$ cat config.mk
export PLATFORM = sky130hd
export DESIGN_NAME = switch_port_feeder_flat
export DESIGN_NICKNAME = d
export VERILOG_FILES = /design/src/rtl/switch_pkg.sv /design/src/rtl/switch_port_feeder_if.sv /design/src/rtl/switch_port_feeder_fifo.sv /design/src/rtl/switch_port_feeder.sv /design/src/flat_wrapper.sv
export SDC_FILE = /design/constraint.sdc
export NUM_CORES = 1
export LEC_CHECK = 0
export CAP_MARGIN = 20
export CORE_MARGIN = 4
export CORE_UTILIZATION = 55
export CTS_CLUSTER_SIZE = 16
export DETAILED_ROUTE_END_ITERATION = 8
export PLACE_DENSITY = 0.8
export RECOVER_POWER = 100
export SYNTH_ARGS = -nofsm -noshare
export SYNTH_HDL_FRONTEND = slang
export SYNTH_SLANG_ARGS = --single-unit
$ cat constraint.sdc
create_clock -name clk -period 4.6 [get_ports clk]
set_clock_uncertainty 0.1 [all_clocks]
set_input_delay 0.92 -clock clk [delete_from_list [all_inputs] [get_ports clk]]
set_output_delay 0.92 -clock clk [all_outputs]
set_load 0.02 [all_outputs]
$ cat src/rtl/switch_pkg.sv
// rtl/switch_pkg.sv - shared widths, word layout and feeder state encoding for the switch ports
package switch_pkg;

  localparam int PORT_DATA_W = 16;
  localparam int PORT_ADDR_W = 16;
  localparam int NUM_PORTS   = 4;

  typedef struct packed {
    logic [PORT_ADDR_W-1:0] addr;
    logic [PORT_DATA_W-1:0] data;
  } port_word_t;

  typedef enum logic [1:0] {
    IDLE,
    SEND,
    GAP
  } feeder_state_t;

  function automatic logic [15:0] sat_inc(input logic [15:0] v);
    return (v == 16'hFFFF) ? v : v + 16'd1;
  endfunction

endpackage

$ cat src/rtl/switch_port_feeder_if.sv
// rtl/switch_port_feeder_if.sv - upstream push stream plus the per-port switch write slice
interface switch_port_feeder_if #(
  parameter int DATA_W = 16,
  parameter int ADDR_W = 16
);

  logic              s_valid;
  logic              s_ready;
  logic [DATA_W-1:0] s_data;
  logic [ADDR_W-1:0] s_addr;
  logic [DATA_W-1:0] data_in;
  logic [ADDR_W-1:0] addr_in;
  logic              wr_en;
  logic              data_rcv;

  modport slave (
    input  s_valid, s_data, s_addr, data_rcv,
    output s_ready, data_in, addr_in, wr_en
  );

  modport master (
    output s_valid, s_data, s_addr, data_rcv,
    input  s_ready, data_in, addr_in, wr_en
  );

endinterface

$ cat src/rtl/switch_port_feeder_fifo.sv
// rtl/switch_port_feeder_fifo.sv - synchronous word buffer exposing the head and the entry behind it
module feeder_fifo
  import switch_pkg::*;
#(
  parameter int  DEPTH  = 4,
  parameter type word_t = port_word_t
) (
  input  logic                     clk,
  input  logic                     reset,
  input  logic                     push,
  input  logic                     pop,
  input  word_t                    wdata,
  output logic                     full,
  output logic                     empty,
  output logic [$clog2(DEPTH):0]   count,
  output word_t                    head,
  output word_t                    next
);

  localparam int PW = $clog2(DEPTH);

  word_t           mem_q [DEPTH];
  logic [PW-1:0]   wr_ptr_q, wr_ptr_d;
  logic [PW-1:0]   rd_ptr_q, rd_ptr_d;
  logic [PW:0]     count_q, count_d;
  logic            do_push, do_pop;

  assign full  = (count_q == (PW+1)'(DEPTH));
  assign empty = (count_q == '0);
  assign count = count_q;
  assign head  = mem_q[rd_ptr_q];
  assign next  = mem_q[rd_ptr_q + PW'(1)];

  always_comb begin
    do_push  = push && !full;
    do_pop   = pop && !empty;
    wr_ptr_d = wr_ptr_q + PW'(do_push);
    rd_ptr_d = rd_ptr_q + PW'(do_pop);
    count_d  = count_q + (PW+1)'(do_push) - (PW+1)'(do_pop);
  end

  always_ff @(posedge clk) begin
    if (reset) begin
      wr_ptr_q <= '0;
      rd_ptr_q <= '0;
      count_q  <= '0;
    end else begin
      wr_ptr_q <= wr_ptr_d;
      rd_ptr_q <= rd_ptr_d;
      count_q  <= count_d;
    end
  end

  // Storage needs no reset: an entry is only read after it has been written.
  always_ff @(posedge clk) begin
    if (do_push) begin
      mem_q[wr_ptr_q] <= wdata;
    end
  end

endmodule

$ cat src/rtl/switch_port_feeder.sv
// rtl/switch_port_feeder.sv - buffers pushed words and presents them to one switch port until acked or timed out
module switch_port_feeder
  import switch_pkg::*;
#(
  parameter int DATA_W  = PORT_DATA_W,
  parameter int ADDR_W  = PORT_ADDR_W,
  parameter int DEPTH   = 4,
  parameter int TIMEOUT = 16
) (
  input  logic                 clk,
  input  logic                 reset,
  input  logic                 en,
  switch_port_feeder_if.slave  bus,
  output logic                 drop_pulse,
  output logic [15:0]          sent_cnt,
  output logic [15:0]          drop_cnt
);

  localparam int TW = $clog2(TIMEOUT);
  localparam int CW = $clog2(DEPTH) + 1;

  typedef struct packed {
    logic [ADDR_W-1:0] addr;
    logic [DATA_W-1:0] data;
  } word_t;

  word_t           push_word, fifo_head, fifo_next;
  logic            fifo_full, fifo_empty, fifo_pop;
  logic [CW-1:0]   fifo_count;

  feeder_state_t   state_q, state_d;
  logic            wr_en_q, wr_en_d;
  logic [DATA_W-1:0] data_q, data_d;
  logic [ADDR_W-1:0] addr_q, addr_d;
  logic [TW-1:0]   tmo_q, tmo_d;
  logic            drop_q, drop_d;
  logic [15:0]     sent_q, sent_d;
  logic [15:0]     dropc_q, dropc_d;

  assign push_word.addr = bus.s_addr;
  assign push_word.data = bus.s_data;

  feeder_fifo #(
    .DEPTH  (DEPTH),
    .word_t (word_t)
  ) u_fifo (
    .clk   (clk),
    .reset (reset),
    .push  (bus.s_valid),
    .pop   (fifo_pop),
    .wdata (push_word),
    .full  (fifo_full),
    .empty (fifo_empty),
    .count (fifo_count),
    .head  (fifo_head),
    .next  (fifo_next)
  );

  assign bus.s_ready = !fifo_full;
  assign bus.wr_en   = wr_en_q;
  assign bus.data_in = data_q;
  assign bus.addr_in = addr_q;
  assign drop_pulse  = drop_q;
  assign sent_cnt    = sent_q;
  assign drop_cnt    = dropc_q;

  always_comb begin
    state_d  = state_q;
    wr_en_d  = wr_en_q;
    data_d   = data_q;
    addr_d   = addr_q;
    tmo_d    = tmo_q;
    drop_d   = 1'b0;
    sent_d   = sent_q;
    dropc_d  = dropc_q;
    fifo_pop = 1'b0;
    case (state_q)
      IDLE: begin
        if (en && !fifo_empty) begin
          data_d  = fifo_head.data;
          addr_d  = fifo_head.addr;
          wr_en_d = 1'b1;
          tmo_d   = '0;
          state_d = SEND;
        end
      end
      SEND: begin
        if (bus.data_rcv) begin
          fifo_pop = 1'b1;
          sent_d   = sat_inc(sent_q);
          tmo_d    = '0;
          // The head is popping this edge, so the entry behind it becomes the next word.
          if (en && fifo_count >= CW'(2)) begin
            data_d = fifo_next.data;
            addr_d = fifo_next.addr;
          end else begin
            wr_en_d = 1'b0;
            state_d = IDLE;
          end
        end else if (tmo_q == TW'(TIMEOUT - 1)) begin
          fifo_pop = 1'b1;
          dropc_d  = sat_inc(dropc_q);
          drop_d   = 1'b1;
          wr_en_d  = 1'b0;
          tmo_d    = '0;
          state_d  = GAP;
        end else begin
          tmo_d = tmo_q + TW'(1);
        end
      end
      GAP: begin
        state_d = IDLE;
      end
      default: begin
        state_d = IDLE;
        wr_en_d = 1'b0;
      end
    endcase
  end

  always_ff @(posedge clk) begin
    if (reset) begin
      state_q <= IDLE;
      wr_en_q <= 1'b0;
      data_q  <= '0;
      addr_q  <= '0;
      tmo_q   <= '0;
      drop_q  <= 1'b0;
      sent_q  <= '0;
      dropc_q <= '0;
    end else begin
      state_q <= state_d;
      wr_en_q <= wr_en_d;
      data_q  <= data_d;
      addr_q  <= addr_d;
      tmo_q   <= tmo_d;
      drop_q  <= drop_d;
      sent_q  <= sent_d;
      dropc_q <= dropc_d;
    end
  end

endmodule

$ cat src/flat_wrapper.sv
// flat-port wrapper written by rule: the top's interface ports become plain ports
module switch_port_feeder_flat import switch_pkg::*;
#(
  parameter int DATA_W  = PORT_DATA_W,
  parameter int ADDR_W  = PORT_ADDR_W,
  parameter int DEPTH   = 4,
  parameter int TIMEOUT = 16
)
  (clk, reset, en, drop_pulse, sent_cnt, drop_cnt, bus_s_valid, bus_s_data, bus_s_addr, bus_data_rcv, bus_s_ready, bus_data_in, bus_addr_in, bus_wr_en);
  switch_port_feeder_if #(.DATA_W(DATA_W), .ADDR_W(ADDR_W)) bus_i ();
  input  logic clk;
  input  logic reset;
  input  logic en;
  output logic drop_pulse;
  output logic [15:0] sent_cnt;
  output logic [15:0] drop_cnt;
  input wire logic [$bits(bus_i.s_valid)-1:0] bus_s_valid;
  input wire logic [$bits(bus_i.s_data)-1:0] bus_s_data;
  input wire logic [$bits(bus_i.s_addr)-1:0] bus_s_addr;
  input wire logic [$bits(bus_i.data_rcv)-1:0] bus_data_rcv;
  output wire logic [$bits(bus_i.s_ready)-1:0] bus_s_ready;
  output wire logic [$bits(bus_i.data_in)-1:0] bus_data_in;
  output wire logic [$bits(bus_i.addr_in)-1:0] bus_addr_in;
  output wire logic [$bits(bus_i.wr_en)-1:0] bus_wr_en;
  assign bus_i.s_valid = bus_s_valid;
  assign bus_i.s_data = bus_s_data;
  assign bus_i.s_addr = bus_s_addr;
  assign bus_i.data_rcv = bus_data_rcv;
  assign bus_s_ready = bus_i.s_ready;
  assign bus_data_in = bus_i.data_in;
  assign bus_addr_in = bus_i.addr_in;
  assign bus_wr_en = bus_i.wr_en;
  switch_port_feeder #(.DATA_W(DATA_W), .ADDR_W(ADDR_W), .DEPTH(DEPTH), .TIMEOUT(TIMEOUT)) u_core (.clk(clk), .reset(reset), .en(en), .bus(bus_i), .drop_pulse(drop_pulse), .sent_cnt(sent_cnt), .drop_cnt(drop_cnt));
endmodule
==> results.toml <==
[pwr]
p_total_uw = 4960
power_per_cell_area_mw_per_mm2 = 435
p_leak_uw = 0.00394
peakVddDrop_mv = 0.324

[drt]
firstDrtPassIters = 5
dr.max_layer_used = "met4"
drt-met1-wl_um = 8980
drt_iter0_drc = 581
avgViaCountPerCell = 6.24
dr_total_vias = 7351
wire_per_inst_um = 18.5
ant_nets = 0
drc = 0
wl_met2_um = 10800
wl_um = 21800
wl_met3_um = 1640

[synth]
synth_top_cell_area_share = 0.400
yosys_warnings = 0
yosys-top-cells-count = "edfxtp_1 (128), nand3_1 (105), dfxtp_1 (79)"
synth-seq-cells = 207
ys_seq_area_frac = 0.564
yosys.area.top_type = "edfxtp_1"
yosysMostFrequentCell = "edfxtp_1"
netlist_instances = 871
synth_area_leaders = "edfxtp_1 (40%), dfxtp_1 (16%), nand3_1 (5.5%)"
syn_area_mm2 = 0.00961
synthDistinctLibCells = 57
synth_nets = 915
synth_edf_count = 128
ys_async_sr_fraction = 0
avgSynthCellArea_um2 = 11.0
synth_ff_type = "edfxtp_1"

[sta]
hold_viol = 0
maxSlewHeadroom = -0.355
fin_ws_ps = 1010
setup_viol = 0
drv_slew = 134
final.hold.worst_slack_ps = 367
max_freq_ghz = 0.279
rsz0062_at_grt = "no"
worstMarginPinSlew_ps = 2030
period_share = 0.779
period_needed_ps = 3590
fin_setup_tns_ps = 0

[worst_setup_path]
cp.required_ps = 4930
crit_fanout = 43
cp.arrival_ps = 3920
r2r_slack_ps = 1010
path_class = "reg -> reg"
cp-end-kind = "flip-flop"
worstRegToRegCells = 4
cp-start-kind = "flip-flop"

[cells_and_area]
nets = 981
n_antenna_cell = 0
drive_gt1_frac = 0.0703
area_delta_synth_final_pct = 18.6
finalNonFillerCells = 1178

[clock_network]
cts_root_buffer = "clkbuf_16"
numCtsBuffers = 22
cts_tree = "built"
clk_latency_ps = 500
hold_buffers = 0
post_cts.resized_instances = 0
clkSlewWorstSetupHoldPaths_ps = 60
h-tree-depth = 1
postCtsSetupRepairBufs = 0
cts_max_path_buffers = 3
clock-sinks = 207

[floorplan]
die_h_um = 140
fp-row-count = 48
dieWidth_um = 140
initial_utilization = 0.558
dieArea_mm2 = 0.0197
core_area_mm2 = 0.0172
ioPinCount = 104

[run_status]
status = "finished with violations"
failed_checks = "max-capacitance violations, max-slew violations"

[global_routing]
grt_pass1_vias = 7131
antenna_found_initial = 1
grt_first_pass_wirelength_um = 35400
grt-ovfl-total = 0
grt_max_degree = 131
track_usage = 0.216

[min_path]
hold_class = "reg -> reg"
min_path_cells = 2

[placed_design]
place_ws_ps = 1250
gp_congestion = 0.830
numPortBuffers = 103
placedCellCount = 1137
hpwl_um = 12500

[run]
maxCapViolations = 4
[stage by stage]
stage	instance area, um2	util
2_1_floorplan	9610	-
3_3_place_gp	10800	0.625
3_5_place_dp	10800	0.625
4_1_cts	11400	0.663
5_1_grt	11400	0.661
6_report	11400	0.661
[cell families (layout without fill, tap and decap cells)]
family | count (synthesis) | count (layout) | share of synthesized area
xor gates and xnor gates | 5 | 5 | 0.00456
AOI/OAI and AO/OA | 160 | 160 | 0.127
buffers and inverters | 120 | 202 | 0.0476
adders and majority gates | 7 | 7 | 0.00989
muxes | 46 | 46 | 0.0496
DFF | 207 | 207 | 0.564
and+or+nand+nor | 326 | 326 | 0.197
[sequential cells by signal (all words and copies together), names as in the netlist]
register / flops
u_core.bus.addr_in: 16
u_core.bus.data_in: 16
u_core.bus.wr_en: 1
u_core.drop_cnt: 16
u_core.drop_pulse: 1
u_core.sent_cnt: 16
u_core.state_q: 2
u_core.tmo_q: 4
u_core.u_fifo.count: 3
u_core.u_fifo.mem_q: 128
u_core.u_fifo.rd_ptr_q: 2
u_core.u_fifo.wr_ptr_q: 2
[path summary, 6_finish.rpt]
kind / start / endpoint
max: u_core.state_q[0] / u_core.drop_cnt[8]
min: u_core.bus.addr_in[1] / u_core.bus.addr_in[1]
max reg2reg: u_core.state_q[0] / u_core.drop_cnt[8]
min reg2reg: u_core.bus.addr_in[1] / u_core.bus.addr_in[1]
[per-layer routing]
| layer | vias to the layer above | GRT usage |
|---|---|---|
| li1 | 3509 | - |
| met4 | 0 | 0.0801 |
| met3 | 36 | 0.0358 |
| met5 | - | 0 |
| met2 | 279 | 0.361 |
| met1 | 3527 | 0.284 |
[where the power goes]
part           switching, uW  total (uW)  internal, uW  leakage (uW)
registers                148        2350          2210       0.00182
clock network            690        1600           911      0.000326
logic                    649        1000           351       0.00180
total                   1490        4960          3470       0.00394
[cell usage in the layout (no fill, tap or decap), types with 3 or more instances in the layout]
master and instances:
o221ai_1 32, or3_1 6, a31oi_1 3, buf_4 9, inv_1 44, nor3_1 5, and3_1 5, o31ai_1 42
o21a_1 3, mux2_2 13, nand2_1 15, a211oi_1 4, nor3b_1 37, nor2_1 63, dfxtp_1 77, dlygate4sd3_1 100
xnor2_1 3, a21oi_1 23, clkbuf_1 9, or4_1 14, nor2b_1 17, edfxtp_1 128, nand4_1 8, ha_1 6
nand4b_1 32, o311ai_0 32, nor4_1 6, clkinv_1 4, nand3_1 105, clkbuf_16 23, mux2i_1 33, o21ai_0 6
clkinv_2 8
[critical path: stages (launching register included)]
cell and delay, ps:
dfxtp_1 1570, nor3b_1 550, nand2_1 410, or4b_2 700
a21oi_1 160
[final cells by class]
class                           instances  area (um2)
Clock inverter                         13        62.6
Fill cell                            1301        5840
Tap cell                              225         282
Inverter                               44         165
Timing Repair Buffer                  118        1140
Clock buffer                           27         591
Multi-Input combinational cell        544        3730
Sequential cell                       207        5430
Power figures use the tool's default switching activity.
